## src/rtl/service_4_led_challenger.sv

```systemverilog
// service_4_led_challenger: one-hot LED challenge rounds for the Service 4 alarm mini-game.
// Each round shows a target, waits for cleared switches, then judges a stable match against a timeout.
module service_4_led_challenger #(
    parameter int          NLED           = 10,
    parameter int          TIMEOUT_CYCLES = 100,
    parameter int          HOLD_CYCLES    = 3,
    parameter logic [15:0] SEED           = 16'hACE1,
    parameter logic [2:0]  GAME_CODE      = 3'b010
) (
    input  logic            clk,
    input  logic            resetn,
    input  logic [2:0]      alarm_state,
    input  logic [NLED-1:0] SPDTs,
    output logic [NLED-1:0] random_led,
    output logic            round_pass,
    output logic            round_fail,
    output logic [15:0]     pass_count,
    output logic [15:0]     fail_count
);
    localparam int TW = $clog2(TIMEOUT_CYCLES + 1);
    localparam int HW = $clog2(HOLD_CYCLES + 1);
    localparam logic [15:0] SEED_EFF = (SEED == 16'h0000) ? 16'h0001 : SEED;
    typedef enum logic [2:0] {IDLE, PICK, WAIT_CLR, ARMED, GAP} state_t;
    state_t          state, state_d;
    logic [15:0]     lfsr;
    logic [3:0]      prev_idx, prev_d, raw, cand;
    logic [TW-1:0]   timer, timer_d;
    logic [HW-1:0]   hold, hold_d;
    logic [NLED-1:0] led_d;
    logic [15:0]     pc_d, fc_d;
    logic            pass_d, fail_d, game, match, timeout, hold_done;
    assign game      = alarm_state == GAME_CODE;
    assign match     = SPDTs == random_led;
    assign timeout   = timer == TW'(TIMEOUT_CYCLES - 1);
    assign hold_done = match && hold == HW'(HOLD_CYCLES - 1);
    assign raw       = (lfsr[3:0] >= 4'(NLED)) ? lfsr[3:0] - 4'(NLED) : lfsr[3:0];
    // Bump a repeated index to its neighbour so consecutive targets always differ
    assign cand      = (raw != prev_idx) ? raw : (prev_idx == 4'(NLED - 1)) ? 4'd0 : prev_idx + 4'd1;
    always_comb begin
        state_d = state;
        led_d   = random_led;
        prev_d  = prev_idx;
        timer_d = timer;
        hold_d  = hold;
        pass_d  = 1'b0;
        fail_d  = 1'b0;
        pc_d    = pass_count;
        fc_d    = fail_count;
        if (!game) begin
            state_d = IDLE;
            led_d   = '0;
            pc_d    = '0;
            fc_d    = '0;
        end else begin
            case (state)
                IDLE: state_d = PICK;
                PICK: begin
                    state_d = WAIT_CLR;
                    led_d   = NLED'(1) << cand;
                    prev_d  = cand;
                    timer_d = '0;
                    hold_d  = '0;
                end
                WAIT_CLR, ARMED: begin
                    timer_d = timer + 1'b1;
                    if (state == ARMED) hold_d = match ? hold + 1'b1 : '0;
                    if (state == WAIT_CLR && SPDTs == '0) state_d = ARMED;
                    // A completed hold beats a coincident timeout
                    if (state == ARMED && hold_done) begin
                        state_d = GAP;
                        led_d   = '0;
                        pass_d  = 1'b1;
                        pc_d    = (&pass_count) ? pass_count : pass_count + 16'd1;
                    end else if (timeout) begin
                        state_d = GAP;
                        led_d   = '0;
                        fail_d  = 1'b1;
                        fc_d    = (&fail_count) ? fail_count : fail_count + 16'd1;
                    end
                end
                GAP:     state_d = PICK;
                default: state_d = IDLE;
            endcase
        end
    end
    always_ff @(posedge clk or negedge resetn) begin
        if (!resetn) begin
            state      <= IDLE;
            lfsr       <= SEED_EFF;
            prev_idx   <= '0;
            timer      <= '0;
            hold       <= '0;
            random_led <= '0;
            round_pass <= 1'b0;
            round_fail <= 1'b0;
            pass_count <= '0;
            fail_count <= '0;
        end else begin
            state      <= state_d;
            lfsr       <= lfsr[0] ? (lfsr >> 1) ^ 16'hB400 : lfsr >> 1;
            prev_idx   <= prev_d;
            timer      <= timer_d;
            hold       <= hold_d;
            random_led <= led_d;
            round_pass <= pass_d;
            round_fail <= fail_d;
            pass_count <= pc_d;
            fail_count <= fc_d;
        end
    end
endmodule

```

## config.mk

```make
export PLATFORM = sky130hd
export DESIGN_NAME = service_4_led_challenger
export DESIGN_NICKNAME = d
export VERILOG_FILES = /design/src/rtl/service_4_led_challenger.sv
export SDC_FILE = /design/constraint.sdc
export NUM_CORES = 1
export LEC_CHECK = 0
export ABC_AREA = 1
export BUFFER_PORTS_ARGS = -buffer_cell sky130_fd_sc_hd__buf_4
export CAP_MARGIN = 20
export CELL_PAD_IN_SITES_DETAIL_PLACEMENT = 0
export CELL_PAD_IN_SITES_GLOBAL_PLACEMENT = 2
export CORE_AREA = 2 2 123 125
export CTS_CLUSTER_SIZE = 30
export DETAILED_ROUTE_END_ITERATION = 8
export DIE_AREA = 0 0 125 127
export GPL_TIMING_DRIVEN = 0
export PLACE_DENSITY_LB_ADDON = 0.25
export SETUP_SLACK_MARGIN = 0.4
export SLEW_MARGIN = 10
export SYNTH_ARGS = -nofsm -noshare
export SYNTH_HDL_FRONTEND = slang
export SYNTH_SLANG_ARGS = --single-unit
```

## constraint.sdc

```tcl
create_clock -name clk -period 1.79 [get_ports clk]
set_clock_uncertainty 0.1 [all_clocks]
set_input_delay 0.358 -clock clk [delete_from_list [all_inputs] [get_ports clk]]
set_output_delay 0.358 -clock clk [all_outputs]
set_load 0.02 [all_outputs]
```

==> metrics.txt <==
initial antenna violation count=0; YS warnings=0; Cell Area, Synth=~4300 µm²; largest area contributor in the netlist=dfrtp_1; critical path's largest stage delay=390 ps; Slowest cell on crit path=dfrtp_1; number of remaining DRC errors=0; final setup violation count=47; vias=4135; Die Ht=~130 µm; final hold slack=251 ps; first-pass detailed-route iteration total=4; layout cells sized above 1=~45%; max-cap violation count=0; status=finished with violations; Die X=125 µm; drt via density=4.64; final instance area=about 6700 µm²; Switch Pwr=0.00132 W; RSZ-0062 raised after global routing=true; Post-synth EDFFs=0; synthesized area per cell=7.65 µm²; internal power=0.00322 W; Worst-Margin Slew=544 ps; clk buf depth=2; CTS buffer count=9; # IOs=59; Post-DP Area=5070 µm²; first-pass GRT wire length=between 20000 and 25000 µm; Synth top area share=39.5%; sw frac=between 20% and 30%; clock latency on the worst-skew pair=350 ps; Buf+Inv Stages, Crit Path=2; antenna viol nets, final=0; Crit Path Class=reg2reg; Min-Delay Path Class=reg2reg; CP cell instances=inv_2, ha_4, o21bai_4, nand2_2, nand2_2, nand2_2, nor2_4, nand2_4, nand2_4, nand2_8, inv_8, nor2_4, nand2_1, nand2_1; final hold vios=0; VDD IR max=0.393 mV; cell mode on critical path=nand2_2; Routed WL=12200 µm; CTS tree=built; Cell Rows=44; final global-route overflow total=0; clk sink count=76; Worst Setup End Kind=flip-flop; Seq pwr share=around two fifths; worst setup margin=-149 ps; Post-Syn Nets=roughly 600; largest net degree at the start of global routing=77; Initial Utilization=about 30%; cells after synthesis=roughly 560; Slew Limit Fails=0; GR Util All Layers=approximately 16%; Finished Layout Cells=892; critical path's top delay family=simple AND/OR/NAND/NOR gates; failing checks=negative setup slack; Pleak=3.22 nW; clk root buf=clkbuf_16; Synth area leaders=dfrtp_1 39%, nand2_1 16%, nor2_1 5.7%; clock power share=41.8%; core area=14400 µm²; Max-slew headroom=63.7%; count of state elements after synthesis=76; Pwr Density=677 nW/µm²; 1st-iter DRT viols=220; Peak Freq=516 MHz; Async SR Flop Fraction=100%; clk slew on worst S/H paths=about 60 ps; Area growth syn-to-layout=55.6%; crit-path max FO=8; Die Footprint=between 15000 and 20000 µm²; Primary FF master, synth=dfrtp_1; vias in the first global route=4143; post-placement cell count=806; Port-buffer cells=58; CP required=~1900 ps; combinational share of power=18.7%; fin nets=723; # H-tree levels=3; Placer Congestion=roughly 0.79; min Tclk post-route=1940 ps; Final HPWL DP=7690 µm; routed wire length per instance=13.7 µm; post-synthesis sequential area ratio=44.3%; crit path launch type=flip-flop; Core Util, Final=46.5%; Antenna diodes=0; Final period util=108%; distinct cell type count after synthesis=38; WP data arrival=2080 ps
-- power by group through the flow --
stage | Sequential [W] | Clock [W] | Combinational [W]
2_1_floorplan | 0.00182 | 0 | 0.000361
3_3_place_gp | 0.00182 | 0 | 0.000523
3_5_place_dp | 0.00182 | 0 | 0.000528
4_1_cts | 0.00179 | 0.00195 | 0.000729
5_1_grt | 0.00180 | 0.00202 | 0.000933
6_report | 0.00179 | 0.00190 | 0.000851
-- cells in the mapped netlist (2+ instances only) --
cell type	instances
nand2_1	182
dfrtp_1	68
nor2_1	65
inv_1	53
nand3_1	41
xor2_1	24
nand4_1	20
nand2_2	11
o21ai_1	10
xnor2_1	10
a21oi_1	9
dfstp_2	8
ha_1	5
nor2_2	5
nor2_4	5
buf_2	4
buf_6	4
clkbuf_1	4
nor3_1	4
nor4_1	4
o21ai_0	4
inv_2	3
nand3b_1	3
nor3_2	3
buf_4	2
-- registers in the layout (all words and copies together) (netlist names) --
register,flops
fail_count,16
hold,2
lfsr,16
pass_count,16
prev_idx,4
random_led,10
round_fail,1
round_pass,1
state,3
timer,7
-- cell families after synthesis --
kind of cell | count (synthesis) | synth area share (%)
AO/OA/AOI/OAI | 30 | 4.15
adder cells (fa/ha/maj) | 5 | 1.45
XOR/XNOR | 34 | 6.90
buffers and inverters | 72 | 7.28
flip-flops | 76 | 44.3
AND/OR/NAND/NOR | 347 | 35.9
-- layout make-up --
class | count | area [µm²]
Inverter | 57 | 233
Buffer | 15 | 140
Sequential cell | 76 | 1950
Fill cell | 1401 | 7710
Timing Repair Buffer | 128 | 1290
Clock buffer | 11 | 253
Tap cell | 184 | 230
Clock inverter | 5 | 50.0
Multi-Input combinational cell | 416 | 2570
-- per-layer routing --
layer	part of all wire [%]	GRT usage, %	vias to the layer above
met4	2.2	6.80	0
met1	46	20.3	1974
met5	0	0	-
met2	49	27.3	75
met3	2.9	2.43	15
li1	-	-	2071
-- worst reg2reg max path, cell delays in order, from the launching register on --
cell	delay, ps
dfrtp_1	390
inv_2	90
ha_4	130
o21bai_4	110
nand2_2	80
nand2_2	70
nand2_2	60
nor2_4	230
nand2_4	170
nand2_4	120
nand2_8	80
inv_8	80
nor2_4	30
nand2_1	60
nand2_1	50
-- stage by stage --
stage	setup WS, ps	power [W]	TNS, ps
final	-149	0.00455	-3140
after global routing	-273	0.00476	-9930
after CTS	-126	0.00447	-2900
after detailed placement	-371	0.00235	-11710
after global placement	-357	0.00235	-10970
after floorplan	0.628	0.00218	0
-- cells in the final DEF, fill, tap and decap left out, types with 8 or more instances in the layout --
master	instances
dfstp_2	8
a21oi_1	8
clkbuf_16	10
inv_1	46
dfrtp_1	39
nand2_1	136
nor2_1	50
nand2_2	41
xnor2_1	9
xor2_1	24
buf_6	66
o21ai_2	8
dfrtp_2	29
nand3_1	32
nor2_4	18
nand4_1	20
buf_4	60
nand2_4	15
nand3_2	9
-- worst paths after layout --
kind	startpoint	to	slack [ps]	cells after the start
max reg2reg	lfsr[2]	random_led[2]	-150	14
max	lfsr[2]	random_led[2]	-150	14
min in group asynchronous	resetn	fail_count[7]	380	2
min reg2reg	lfsr[6]	lfsr[5]	250	0
max in group asynchronous	resetn	lfsr[13]	570	3
min	lfsr[6]	lfsr[5]	250	0
-- repair_timing --
action	in CTS	in global routing
buffers inserted	45	16
cloned	6	1
pin swaps	64	40
hold endpoints to repair	0	27
hold buffers	0	1
resized for setup	145	74
setup endpoints to repair	96	97
(Power assumes the default switching activity.)
